==> src/rtl/glitch_sweep.sv <==
// glitch_sweep: steps the clock-glitch generator through a 2-D sweep of
// (delay, width) points, one trigger-synchronised glitch per point.
//
// Ports:
//   clk, rst          system clock, synchronous active-high reset
//   start, abort      begin sweep (IDLE only) / stop sweep (non-IDLE)
//   delay_start/stop/step  outer-loop range, latched on start
//   width_start/stop/step  inner-loop range, latched on start
//   settle            idle cycles between attempts, latched on start
//   trigger           target trigger (rising edge arms a fire)
//   g_ready, g_en     generator handshake
//   g_delay, g_width  current point presented to the generator
//   busy, done        sweep active / one-cycle natural-completion pulse
//   attempts          glitches fired since last start
//
// Build option GLITCH_SWEEP_REPEAT_EN adds rep_count (fires per point
// minus one); it is not called "repeat" because that is a keyword.

module glitch_sweep #(
  parameter int DW = 16,
  parameter int WW = 8,
  parameter int SW = 16,
  parameter int CW = 32
) (
  input  logic          clk,
  input  logic          rst,
  input  logic          start,
  input  logic          abort,
  input  logic [DW-1:0] delay_start,
  input  logic [DW-1:0] delay_stop,
  input  logic [DW-1:0] delay_step,
  input  logic [WW-1:0] width_start,
  input  logic [WW-1:0] width_stop,
  input  logic [WW-1:0] width_step,
  input  logic [SW-1:0] settle,
`ifdef GLITCH_SWEEP_REPEAT_EN
  input  logic [7:0]    rep_count,
`endif
  input  logic          trigger,
  input  logic          g_ready,
  output logic          g_en,
  output logic [DW-1:0] g_delay,
  output logic [WW-1:0] g_width,
  output logic          busy,
  output logic          done,
  output logic [CW-1:0] attempts
);

  typedef enum logic [2:0] {
    S_IDLE,
    S_ARM,
    S_FIRE,
    S_WAIT,
    S_SETTLE,
    S_STEP,
    S_DRAIN
  } state_t;

  state_t state_q;
  state_t state_d;

  logic          trig_q;
  logic          trig_edge;

  logic [DW-1:0] d_stop_l;
  logic [DW-1:0] d_step_l;
  logic [WW-1:0] w_start_l;
  logic [WW-1:0] w_stop_l;
  logic [WW-1:0] w_step_l;
  logic [SW-1:0] settle_l;
  logic [SW-1:0] scnt;

  logic [DW-1:0] cur_delay;
  logic [WW-1:0] cur_width;
  logic [CW-1:0] attempts_q;

  // One extra bit catches the carry so an overflow never lands on a
  // small in-range value.
  logic [WW:0]   w_nx;
  logic [DW:0]   d_nx;
  logic          w_ok;
  logic          d_ok;
  logic          rpt_more;

`ifdef GLITCH_SWEEP_REPEAT_EN
  logic [7:0]    rpt_l;
  logic [7:0]    rpt_cnt;
  assign rpt_more = (rpt_cnt != rpt_l);
`else
  assign rpt_more = 1'b0;
`endif

  assign trig_edge = trigger & ~trig_q;

  assign w_nx = {1'b0, cur_width} + {1'b0, w_step_l};
  assign d_nx = {1'b0, cur_delay} + {1'b0, d_step_l};
  assign w_ok = ~w_nx[WW] && (w_nx[WW-1:0] <= w_stop_l);
  assign d_ok = ~d_nx[DW] && (d_nx[DW-1:0] <= d_stop_l);

  always_ff @(posedge clk) begin
    if (rst) state_q <= S_IDLE;
    else     state_q <= state_d;
  end

  always_comb begin
    state_d = state_q;
    unique case (state_q)
      S_IDLE:   if (start) state_d = S_ARM;
      S_ARM:    if (trig_edge && g_ready) state_d = S_FIRE;
      S_FIRE:   state_d = S_WAIT;
      S_WAIT:   if (g_ready) state_d = S_SETTLE;
      S_SETTLE: if (scnt == settle_l) state_d = S_STEP;
      S_STEP: begin
        if (rpt_more || w_ok || d_ok) state_d = S_ARM;
        else                          state_d = S_IDLE;
      end
      S_DRAIN:  if (g_ready) state_d = S_IDLE;
      default:  state_d = S_IDLE;
    endcase
    // FIRE still leaves its g_en pulse; only the successor changes.
    if (abort && state_q != S_IDLE && state_q != S_DRAIN)
      state_d = S_DRAIN;
  end

  always_comb begin
    g_en = (state_q == S_FIRE);
    busy = (state_q != S_IDLE);
    done = (state_q == S_STEP) && (state_d == S_IDLE);
  end

  // Edge detector history runs every cycle so a level already high on
  // ARM entry is never mistaken for an edge.
  always_ff @(posedge clk) begin
    trig_q <= trigger;
  end

  always_ff @(posedge clk) begin
    if (rst) begin
      d_stop_l   <= '0;
      d_step_l   <= '0;
      w_start_l  <= '0;
      w_stop_l   <= '0;
      w_step_l   <= '0;
      settle_l   <= '0;
      scnt       <= '0;
      cur_delay  <= '0;
      cur_width  <= '0;
      attempts_q <= '0;
`ifdef GLITCH_SWEEP_REPEAT_EN
      rpt_l      <= '0;
      rpt_cnt    <= '0;
`endif
    end else begin
      if (state_q == S_IDLE && start) begin
        d_stop_l   <= delay_stop;
        d_step_l   <= (delay_step == '0) ? DW'(1) : delay_step;
        w_start_l  <= width_start;
        w_stop_l   <= width_stop;
        w_step_l   <= (width_step == '0) ? WW'(1) : width_step;
        settle_l   <= settle;
        cur_delay  <= delay_start;
        cur_width  <= width_start;
        attempts_q <= '0;
`ifdef GLITCH_SWEEP_REPEAT_EN
        rpt_l      <= rep_count;
        rpt_cnt    <= '0;
`endif
      end
      if (state_q == S_FIRE)
        attempts_q <= attempts_q + CW'(1);
      if (state_q == S_WAIT)
        scnt <= '0;
      else if (state_q == S_SETTLE)
        scnt <= scnt + SW'(1);
      if (state_q == S_STEP && state_d == S_ARM) begin
        if (rpt_more) begin
`ifdef GLITCH_SWEEP_REPEAT_EN
          rpt_cnt <= rpt_cnt + 8'd1;
`endif
        end else begin
`ifdef GLITCH_SWEEP_REPEAT_EN
          rpt_cnt <= '0;
`endif
          if (w_ok) begin
            cur_width <= w_nx[WW-1:0];
          end else begin
            cur_width <= w_start_l;
            cur_delay <= d_nx[DW-1:0];
          end
        end
      end
    end
  end

  assign g_delay  = cur_delay;
  assign g_width  = cur_width;
  assign attempts = attempts_q;

endmodule

==> config.mk <==
export PLATFORM = sky130hd
export DESIGN_NAME = glitch_sweep
export DESIGN_NICKNAME = d
export VERILOG_FILES = /design/src/rtl/glitch_sweep.sv
export SDC_FILE = /design/constraint.sdc
export NUM_CORES = 1
export LEC_CHECK = 0
export ABC_AREA = 0
export BUFFER_PORTS_ARGS = -buffer_cell sky130_fd_sc_hd__buf_2
export CORE_ASPECT_RATIO = 1.75
export CORE_UTILIZATION = 45
export CTS_CLUSTER_DIAMETER = 60
export DETAILED_ROUTE_END_ITERATION = 8
export GPL_ROUTABILITY_DRIVEN = 0
export GPL_TIMING_DRIVEN = 1
export PLACE_DENSITY = 0.67
export SYNTH_ARGS = -nofsm -noshare
export SYNTH_HDL_FRONTEND = slang
export SYNTH_SLANG_ARGS = --single-unit
==> constraint.sdc <==
create_clock -name clk -period 6.9 [get_ports clk]
set_input_delay 1.38 -clock clk [delete_from_list [all_inputs] [get_ports clk]]
set_output_delay 1.38 -clock clk [all_outputs]
set_load 0.01 [all_outputs]
==> out/qor_table.md, run 1 <==
| Parameter | This run |
|---|---|
| DRT antenna net count | 0 |
| Vias per std cell | 5.455 |
| Number of pins exceeding their max-slew limit in the final report | 0 |
| Delay contributed by the slowest stage of the critical path | 550 ps |
| Synthesized Nets | 1211 |
| Setup_tns | 0 ps |
| Flops & latches, synth | 148 |
| Max-cap check violation count | 0 |
| Vias in the first global route | 7784 |
| Final Non-Filler Cells | 1438 |
| Period utilization | 94.65% |
| Overall die height | 180.7 um |
| Count of synthesis-stage warnings from yosys | 0 |
| Critical path launch point | g_delay[0] |
| Relative max-transition margin | 37.23% |
| Final period demand of the worst path | 6531 ps |
| Area of the die | 0.01882 mm2 |
| Master of the slowest instance on the critical path | sky130_fd_sc_hd__or4_1 |
| Number of top-level pins | 153 |
| GRT overflow | 0 |
| Standard cell area after detailed placement | 0.009107 mm2 |
| Worst-path cell chain | ha_1 > inv_1 > fa_1 > nor2b_1 > o2111ai_1 > a31oi_2 > a21o_1 > mux2_2 > nor2_1 > inv_1 > ha_1 > nand4_1 > or4_1 > or3_1 > a22oi_1 > buf_4 > o21ai_0 > and3_1 > buf_2 |
| Area of the core region | 0.01797 mm2 |
| Critical path peak fanout | 9 |
| Syn Inst Count | 1065 |
| Top delay family on crit path | simple AND/OR/NAND/NOR gates |
| Class of the tightest hold or removal check | reg2reg |
| Cell area after layout | 0.009743 mm2 |
| TritonCTS Sinks | 148 |
| Nets | 1335 |
| Worst clock skew | 14.07 ps |
| Area Growth Syn to Fin | 18.60% |
| Clock latency on the worst-skew pair | 430 ps |
| Crit path buffers/inverters | 4 |
| Filler instances | 1775 |
| Number of DRC markers in iteration 0 | 323 |
| Share of post-route cells with drive strength above 1 | 18.55% |
| Startpoint type of the worst setup path | register |
| Most common flop cell mapped by yosys | sky130_fd_sc_hd__dfxtp_1 |
| Count of standard-cell rows | 65 |
| Postcts setup bufs | 0 |
| Final count of hold timing violations | 0 |
| Number of iterations in the first detailed-routing pass | 4 |
| Routed via count | 7844 |
| Overall power after layout | 2.876 mW |
| Clock tree from TritonCTS | yes |
| Transition time at the pin with the least slew margin | 941.0 ps |
| Avg Synthesized Cell Area | 7.714 um2 |
| Number of instances in the placed design | 1404 |
| Share of flip-flops with an asynchronous set or reset after synthesis | 0% |
| Worst Path Required | 5520 ps |
| H-tree level count | 4 |
| Cell area after technology mapping | 0.008215 mm2 |
| Post-synthesis cell type with the largest combined area | sky130_fd_sc_hd__dfxtp_1 |
| Critical register-to-register path startpoint | g_delay[0] |
| Number of buffers inserted during clock tree synthesis | 17 |
| Number of enable-type register cells in the synthesized netlist | 0 |
| Worst Setup Path Type | reg2out |
| Number of remaining DRC errors | 0 |
| Routed wirelength normalized by instance count | 15.56 um |
| Post-DP HPWL | 16.46 mm |
| Total track usage | 24.46% |
| IR Drop Worst-Case VDD | 0.1510 mV |
| Number of buffers inserted by port buffering | 152 |
| Arrival time of data at the critical path endpoint | 5150 ps |
| Status | complete, no violations |
| Top-area cell type share of the netlist area | 36.06% |
| # setup viols final | 0 |
| Detailed-route wire length | 22.37 mm |
| Die X-Extent | 104.1 um |
| Register area share after synthesis | 36.06% |
| Worst Setup End Kind | output pin |
| Cell variety after synth | 68 |
| Startpoint of the tightest hold check path | w_start_l[1] |
| Achievable Freq | 153.1 MHz |
| Setup repair after global routing missed its margin | no |
| Initial cell density of the core | 45.71% |
| Leading post-synthesis cells by cell area | sky130_fd_sc_hd__dfxtp_1, sky130_fd_sc_hd__nand2_1, sky130_fd_sc_hd__a21oi_1 |
| Static leakage | 4.216 nW |
| Largest net degree at the start of global routing | 94 |
| Root buffer cell | sky130_fd_sc_hd__clkbuf_16 |
| Maximum clock insertion buffer count | 2 |
| Antenna violations before repair | 2 |
| Wire length of the first global-routing pass | 36.85 mm |
| Register clock-pin slew on the reported worst setup and hold paths | 60 ps |
| Power per cell area | 295.2 mW/mm2 |
-- cells in the mapped netlist (all sizes together) (2+ instances only) --
master and n:
or4 6, a311o 2, nor2 51, and4 5
nand3 22, clkbuf 41, a211o 2, o211ai 22
nor3 12, nand3b 5, a41oi 3, or3 12
nor2b 4, a31o 2, o211a 4, o21bai 4
xnor2 23, or2 5, a211oi 17, and2 3
a311oi 7, buf 10, inv 54, nor4 10
dfxtp 148, nand2b 5, a21o 14, a31oi 5
fa 2, a21oi 152, nand4 17, o311ai 4
and3 11, ha 50, nand2 251, o21a 4
o21ai 27, xor2 20, mux2 15
-- path summary, 6_finish.rpt --
check | cells after the start | to | slack [ps]
worst min-delay path | 2 | w_start_l[1] | 450
worst max-delay path | 19 | done | 370
worst max register to register | 17 | g_delay[15] | 1660
worst min register to register | 2 | w_start_l[1] | 450
-- kinds of logic after synthesis --
logic type	count (synthesis)	share of synthesized area, %
flops	148	36.06
buf+inv	105	5.041
xor+xnor	43	4.584
mux	15	2.056
simple gates	422	23.36
compound gates	279	20.67
fa+ha+maj	53	8.224
-- placed cells by master (no fill, tap or decap), types with 14 or more instances in the layout --
master	count
sky130_fd_sc_hd__dfxtp_1	148
sky130_fd_sc_hd__xnor2_1	23
sky130_fd_sc_hd__nand2_1	251
sky130_fd_sc_hd__a21o_1	14
sky130_fd_sc_hd__o211ai_1	22
sky130_fd_sc_hd__inv_1	52
sky130_fd_sc_hd__mux2_2	15
sky130_fd_sc_hd__nand4_1	16
sky130_fd_sc_hd__ha_1	50
sky130_fd_sc_hd__nor2_1	51
sky130_fd_sc_hd__o21ai_0	27
sky130_fd_sc_hd__nand3_1	21
sky130_fd_sc_hd__buf_2	151
sky130_fd_sc_hd__a211oi_1	16
sky130_fd_sc_hd__xor2_1	20
sky130_fd_sc_hd__clkbuf_16	17
sky130_fd_sc_hd__a21oi_1	152
-- flip-flops by register name, summed over array words and instances (netlist names) --
| signal | cells |
|---|---|
| settle_l | 16 |
| w_start_l | 8 |
| scnt | 16 |
| state_q | 3 |
| attempts | 32 |
| d_step_l | 16 |
| w_stop_l | 8 |
| g_delay | 16 |
| trig_q | 1 |
| w_step_l | 8 |
| d_stop_l | 16 |
| g_width | 8 |
-- worst min-delay path: stages, from the launching register on --
cell and delay (ps):
sky130_fd_sc_hd__dfxtp_1 300, sky130_fd_sc_hd__nand2_1 50, sky130_fd_sc_hd__a21oi_1 50
-- metal layers --
| metal | routed length (um) | GRT usage, % |
|---|---|---|
| met1 | 8723 | 24.61 |
| met4 | 1022 | 13.83 |
| met5 | 0 | 0 |
| met3 | 603 | 4.509 |
| met2 | 12020 | 46.45 |
-- layout make-up --
class	count	area [um2]	share of cell area, %
Inverter	54	202.7	2.080
Tap cell	234	292.8	3.005
Clock inverter	6	115.1	1.181
Timing Repair Buffer	156	793.3	8.142
Sequential cell	148	2963	30.41
Antenna cell	2	5.005	0.05137
Multi-Input combinational cell	812	4862	49.90
Clock buffer	26	509.2	5.227
-- power breakdown --
part	internal (mW)	leakage [nW]	total [mW]	switching, mW
registers	0.937	1.21	1.01	0.0690
clock network	0.620	0.301	0.983	0.363
logic	0.333	2.71	0.886	0.553
total	1.89	4.22	2.88	0.985
-- stage by stage --
step,setup slack (ps),hold slack (ps),utilization (%)
2_1_floorplan,1132,433.8,-
3_3_place_gp,880.5,441.6,50.67
3_5_place_dp,795.8,446.5,50.67
4_1_cts,323.5,454.3,54.15
5_1_grt,78.96,468.3,54.21
6_report,369.5,451.4,54.21
-- timing repair --
item	in CTS	in global routing
resized for setup	0	1
hold buffers	0	0
endpoints found under the setup margin	0	1
Note: power is estimated with default switching activity, not from simulation.
==> run 2, diff against run 1 <==
==> constraint.sdc (replaced) <==
create_clock -name clk -period 6.15 [get_ports clk]
set_input_delay 1.23 -clock clk [delete_from_list [all_inputs] [get_ports clk]]
set_output_delay 1.23 -clock clk [all_outputs]
set_load 0.01 [all_outputs]
==> out/qor_table.md, run 2 (synthesis gave the netlist of run 1 again) <==
| Parameter | This run |
|---|---|
| Clock tree from TritonCTS | yes |
| TritonCTS Sinks | 148 |
| Period utilization | 97.22% |
| Startpoint type of the worst setup path | register |
| Register clock-pin slew on the reported worst setup and hold paths | 60 ps |
| Number of buffers inserted during clock tree synthesis | 17 |
| Area of the core region | 0.01797 mm2 |
| P_int | 2.154 mW |
| Total track usage | 24.44% |
| Area of the die | 0.01882 mm2 |
| Critical path launch point | g_delay[6] |
| Cell area after layout | 0.009859 mm2 |
| Standard cell area after detailed placement | 0.009123 mm2 |
| Number of buffers inserted by port buffering | 152 |
| Vias in the first global route | 7650 |
| Class of the tightest hold or removal check | reg2reg |
| Area occupied by multi-input gates | 0.004916 mm2 |
| Setup_tns | 0 ps |
| Routed via count | 7819 |
| Number of remaining DRC errors | 0 |
| Number of top-level pins | 153 |
| Filler instances | 1803 |
| Commonest cells after routing, fill and taps aside | sky130_fd_sc_hd__nand2_1, sky130_fd_sc_hd__a21oi_1, sky130_fd_sc_hd__buf_2 |
| Die X-Extent | 104.1 um |
| Dominant cell type by count on the critical path | sky130_fd_sc_hd__and3_1 |
| Area Growth Syn to Fin | 20.01% |
| Number of flip-flops under the largest register name | 32 |
| Final Non-Filler Cells | 1443 |
| Antenna violations before repair | 2 |
| Clock latency on the worst-skew pair | 430 ps |
| Crit path buffers/inverters | 2 |
| Nets | 1340 |
| DRT antenna net count | 0 |
| Wire length of the first global-routing pass | 36.74 mm |
| Startpoint of the tightest hold check path | d_stop_l[3] |
| Number of pins exceeding their max-slew limit in the final report | 0 |
| Grt met3 use | 4.221% |
| Most common cell after layout, fill and taps aside | sky130_fd_sc_hd__nand2_1 |
| Combinational Power Share | 31.1% |
| Transition time at the pin with the least slew margin | 997.0 ps |
| # setup viols final | 0 |
| Sequential Power Share | 34.3% |
| Worst Setup Path Type | reg2out |
| IR Drop Worst-Case VDD | 0.1944 mV |
| Overall power after layout | 3.297 mW |
| Delay contributed by the slowest stage of the critical path | 570 ps |
| Count of standard-cell rows | 65 |
| Static leakage | 4.250 nW |
| Critical path peak fanout | 5 |
| Power per cell area | 334.4 mW/mm2 |
| Maximum clock insertion buffer count | 2 |
| H-tree level count | 4 |
| Initial cell density of the core | 45.71% |
| Worst Path Required | 4920 ps |
| Clock share of power | 34.6% |
| Achievable Freq | 167.2 MHz |
| Final period demand of the worst path | 5979 ps |
| Final Core Density | 54.86% |
| Root buffer cell | sky130_fd_sc_hd__clkbuf_16 |
| Largest net degree at the start of global routing | 94 |
| Arrival time of data at the critical path endpoint | 4750 ps |
| Worst-path cell chain | ha_4 > a21o_1 > a2111o_1 > a311o_1 > and3_1 > o211a_1 > nor3_2 > inv_1 > ha_1 > nand4_1 > or4_1 > or3_4 > a22oi_2 > o21ai_1 > and3_1 > buf_2 |
| Number of instances in the placed design | 1406 |
| Max-cap check violation count | 0 |
| Number of DRC markers in iteration 0 | 311 |
| Detailed-route wire length | 22.60 mm |
| Met1 demand-to-capacity share in global routing | 25.78% |
| Number of iterations in the first detailed-routing pass | 4 |
| Count of hold buffers inserted by post-cts repair | 0 |
| Status | complete, no violations |
| Global Route met2 Usage | 46.13% |
| Vias per std cell | 5.419 |
| Relative max-transition margin | 33.53% |
| Master of the slowest instance on the critical path | sky130_fd_sc_hd__or4_1 |
| Routed wirelength normalized by instance count | 15.66 um |
| Overall die height | 180.7 um |
| Critical register-to-register path startpoint | g_delay[6] |
| Switching component of the power | 1.143 mW |
| Switching power as a share of total power | 34.68% |
| Worst Setup End Kind | output pin |
| Share of post-route cells with drive strength above 1 | 19.97% |
| Worst clock skew | 8.639 ps |
| Final count of hold timing violations | 0 |
| Reg area | 0.002963 mm2 |
| GRT overflow | 0 |
| Most utilized layer in the global route result | met2 |
| Top delay family on crit path | simple AND/OR/NAND/NOR gates |
| Post-DP HPWL | 16.36 mm |
run 2: cell types whose count changed in the layout (fill, tap and decap cells not counted), moves of 2 or more:
| cell | previous run | this run |
|---|---|---|
| sky130_fd_sc_hd__buf_4 | 5 | 10 |
| sky130_fd_sc_hd__clkbuf_1 | 4 | 0 |
| sky130_fd_sc_hd__clkbuf_8 | 5 | 2 |
| sky130_fd_sc_hd__clkinv_4 | 1 | 4 |
| sky130_fd_sc_hd__ha_1 | 50 | 48 |
| sky130_fd_sc_hd__inv_6 | 1 | 3 |
run 2: power by group through the flow:
| stage | sequential [mW] | clock, mW | combinational (mW) |
|---|---|---|---|
| detailed placement | 1.15 | 0 | 0.996 |
| finish | 1.13 | 1.14 | 1.02 |
| global placement | 1.15 | 0 | 0.987 |
| global route | 1.14 | 1.20 | 1.15 |
| CTS | 1.13 | 1.16 | 1.01 |
| floorplan | 1.13 | 0 | 0.716 |
run 2: final timing paths:
path	to	slack, ps	cells after the start
worst min-delay path	d_stop_l[3]	450	2
worst max register to register	g_delay[15]	1210	16
worst min register to register	d_stop_l[3]	450	2
worst max-delay path	done	170	16
run 2: area by class of cell:
type	count	share of cell area (%)
Tap cell	234	2.970
Sequential cell	148	30.05
Timing Repair Buffer	161	8.426
Clock inverter	13	1.992
Clock buffer	19	4.594
Inverter	54	2.056
Multi-Input combinational cell	812	49.86
Antenna cell	2	0.05076
run 2: through the flow:
| step | setup WS, ps | hold slack [ps] |
|---|---|---|
| after global routing | -31.35 | 470.7 |
| after CTS | 27.60 | 454.7 |
| after detailed placement | 230.7 | 446.5 |
| final | 170.8 | 453.6 |
| after global placement | 327.1 | 440.4 |
| after floorplan | 531.7 | 433.8 |
run 2: layer usage:
metal	wire (um)	vias up
met5	0	-
met3	724	38
met2	12270	153
met4	785	0
met1	8821	3644
li1	-	3984
run 2: tightest hold or removal path, stage by stage, from the launching register on:
cell and delay (ps):
sky130_fd_sc_hd__dfxtp_1 310, sky130_fd_sc_hd__nand2_1 50, sky130_fd_sc_hd__a21oi_1 50
run 2: repair_timing:
action | in CTS | in global routing
buffers inserted | 2 | 1
pin swaps | 2 | 4
cloned | 0 | 0
setup endpoints to repair | 1 | 1
gates resized for setup | 3 | 10
==> run 3, diff against run 2 <==
--- a/config.mk
+++ b/config.mk
@@ -6,14 +6,13 @@
 export NUM_CORES = 1
 export LEC_CHECK = 0
 export ABC_AREA = 0
-export BUFFER_PORTS_ARGS = -buffer_cell sky130_fd_sc_hd__buf_2
 export CORE_ASPECT_RATIO = 1.75
 export CORE_UTILIZATION = 45
 export CTS_CLUSTER_DIAMETER = 60
 export DETAILED_ROUTE_END_ITERATION = 8
+export DONT_BUFFER_PORTS = 1
 export GPL_ROUTABILITY_DRIVEN = 0
 export GPL_TIMING_DRIVEN = 1
-export PLACE_DENSITY = 0.67
 export SYNTH_ARGS = -nofsm -noshare
 export SYNTH_HDL_FRONTEND = slang
 export SYNTH_SLANG_ARGS = --single-unit
==> out/qor_table.md, run 3 (synthesis gave the netlist of run 1 again) <==
| Parameter | This run |
|---|---|
| Nets | 1186 |
| H-tree level count | 4 |
| Critical path peak fanout | 5 |
| Wire length of the first global-routing pass | 35.53 mm |
| Initial cell density of the core | 45.71% |
| Number of iterations in the first detailed-routing pass | 4 |
| Worst Setup End Kind | output pin |
| Combinational Power Share | 29.6% |
| Root buffer cell | sky130_fd_sc_hd__clkbuf_16 |
| P_int | 2.012 mW |
| Highest layer used for signal routing | met4 |
| Routed wirelength normalized by instance count | 16.85 um |
| TritonCTS Sinks | 148 |
| Reg2reg setup slack | 1240 ps |
| Period utilization | 96.69% |
| Count of standard-cell rows | 65 |
| Number of pins exceeding their max-slew limit in the final report | 0 |
| Area Growth Syn to Fin | 9.930% |
| Number of buffers inserted during clock tree synthesis | 17 |
| Clock tree from TritonCTS | yes |
| Area of the core region | 0.01797 mm2 |
| Post-DP HPWL | 15.77 mm |
| Reg area | 0.002969 mm2 |
| Relative max-transition margin | 36.15% |
| Sequential Power Share | 36.6% |
| Minimum setup slack after placement | 224.6 ps |
| Antenna violations before repair | 0 |
| Register clock-pin slew on the reported worst setup and hold paths | 60 ps |
| Top delay family on crit path | simple AND/OR/NAND/NOR gates |
| Arrival time of data at the critical path endpoint | 4720 ps |
| Filler instances | 1783 |
| Maximum clock insertion buffer count | 2 |
| Worst clock skew | 6.035 ps |
| Detailed-route wire length | 21.69 mm |
| Number of cells traversed by the worst hold path | 2 |
| Overall power after layout | 3.140 mW |
| Startpoint type of the worst setup path | register |
| Area occupied by multi-input gates | 0.004917 mm2 |
| Crit path buffers/inverters | 1 |
| Final setup margin | 203.5 ps |
| Achievable Freq | 168.2 MHz |
| Post-route worst hold slack | 452.5 ps |
| Largest net degree at the start of global routing | 131 |
| Final count of hold timing violations | 0 |
| Total track usage | 23.90% |
| Detailed route wirelength on metal2 | 11.54 mm |
| Status | complete, no violations |
| GRT overflow | 0 |
| Number of remaining DRC errors | 0 |
| DRT antenna net count | 0 |
| Vias per std cell | 5.595 |
| Final Core Density | 50.25% |
| Setup repair after global routing missed its margin | no |
| Clock latency on the worst-skew pair | 430 ps |
| Transition time at the pin with the least slew margin | 957.7 ps |
| End of the worst hold path | d_stop_l[1] |
| Number of buffers inserted by port buffering | 0 |
| Overall die height | 180.7 um |
| Final period demand of the worst path | 5946 ps |
| Number of top-level pins | 153 |
| Metal3 WL | 853 um |
| Critical register-to-register path startpoint | g_delay[6] |
| Max-cap check violation count | 0 |
| Routed met1 length | 8.565 mm |
| Switching power as a share of total power | 35.92% |
| Most common cell after layout, fill and taps aside | sky130_fd_sc_hd__nand2_1 |
| Number of cells on the worst reg-to-reg path | 17 |
| R2r endpoint | g_delay[7] |
| # setup viols final | 0 |
| Number of DRC markers in iteration 0 | 274 |
| Startpoint of the tightest hold check path | d_stop_l[1] |
| Static leakage | 3.526 nW |
| Master of the slowest instance on the critical path | sky130_fd_sc_hd__or4_4 |
| Worst-path cell chain | ha_2 > a21o_1 > a2111o_1 > a311o_1 > and3_1 > o211a_1 > nor3_2 > inv_1 > ha_1 > nand4_1 > or4_4 > or3_4 > a22oi_2 > o21ai_1 > and3_4 |
| Routed via count | 7201 |
| Number of flip-flops under the largest register name | 32 |
| Count of hold buffers inserted by post-cts repair | 0 |
| Clock share of power | 33.8% |
| Die X-Extent | 104.1 um |
| Share of post-route cells with drive strength above 1 | 8.927% |
| Vias in the first global route | 6973 |
| Power per cell area | 347.7 mW/mm2 |
| Delay contributed by the slowest stage of the critical path | 570 ps |
| Area of the die | 0.01882 mm2 |
| Commonest cells after routing, fill and taps aside | sky130_fd_sc_hd__nand2_1, sky130_fd_sc_hd__a21oi_1, sky130_fd_sc_hd__dfxtp_1 |
| Worst Setup Path Type | reg2out |
| Setup_tns | 0 ps |
| Worst Path Required | 4920 ps |
| IR Drop Worst-Case VDD | 0.2710 mV |
| Switching component of the power | 1.128 mW |
| Class of the tightest hold or removal check | reg2reg |
| Antenna cells | 0 |
## run 3: cell types whose count changed in the layout (fill, tap and decap cells not counted), moves of 2 or more
cell and change:
sky130_fd_sc_hd__buf_2 -151, sky130_fd_sc_hd__buf_4 -3, sky130_fd_sc_hd__dfxtp_1 -3, sky130_fd_sc_hd__inv_6 +3
sky130_fd_sc_hd__bufinv_16 -2, sky130_fd_sc_hd__clkbuf_8 -2, sky130_fd_sc_hd__clkinv_4 -2, sky130_fd_sc_hd__clkinvlp_4 +2
sky130_fd_sc_hd__dfxtp_2 +2, sky130_fd_sc_hd__diode_2 -2
## run 3: metal layers
layer  GRT usage, %  vias up
met4          11.09        0
met2          43.95      149
li1               -     3681
met1          26.00     3337
met5              0        -
met3          4.762       34
## run 3: how the worst max path moves through the flow
| stage | slack [ps] | cells past startpoint | start | end |
|---|---|---|---|---|
| floorplan | 530 | 17 | g_delay[0] | done |
| global placement | 290 | 17 | g_delay[0] | done |
| detailed placement | 220 | 17 | g_delay[0] | done |
| CTS | 6 | 17 | g_delay[0] | done |
| global route | 6 | 15 | g_delay[6] | done |
| finish | 200 | 15 | g_delay[6] | done |
## run 3: tightest hold or removal path: stages (launching register included)
cell,delay [ps]
sky130_fd_sc_hd__dfxtp_1,310
sky130_fd_sc_hd__nand2_1,50
sky130_fd_sc_hd__a21oi_1,50
## run 3: through the flow
step           instance area, um2  instances
6_report                     9031       1287
5_1_grt                      9031       1287
4_1_cts                      8981       1286
3_5_place_dp                 8352       1253
3_3_place_gp                 8352       1253
2_1_floorplan                8215       1065
## run 3: what timing repair did
item / in CTS / in global routing
setup buffers: 1 / 1
pin swaps: 2 / 3
gates resized for setup: 8 / 12
setup endpoints to repair: 1 / 1
## run 3: final cells by class
class	instances	share of cell area [%]
multi-input combinational	812	54.45
sequential	148	32.88
clock buffer	17	4.710
tap	234	3.242
inverter	54	2.244
clock inverter	15	1.898
timing repair buffer	7	0.5819
## run 3: power by group through the flow
stage          Sequential [mW]  Combinational (mW)  Clock (mW)
2_1_floorplan             1.13               0.716           0
6_report                  1.15               0.930        1.06
3_5_place_dp              1.17               0.919           0
4_1_cts                   1.15               0.936        1.09
5_1_grt                   1.16                1.06        1.13
3_3_place_gp              1.17               0.912           0
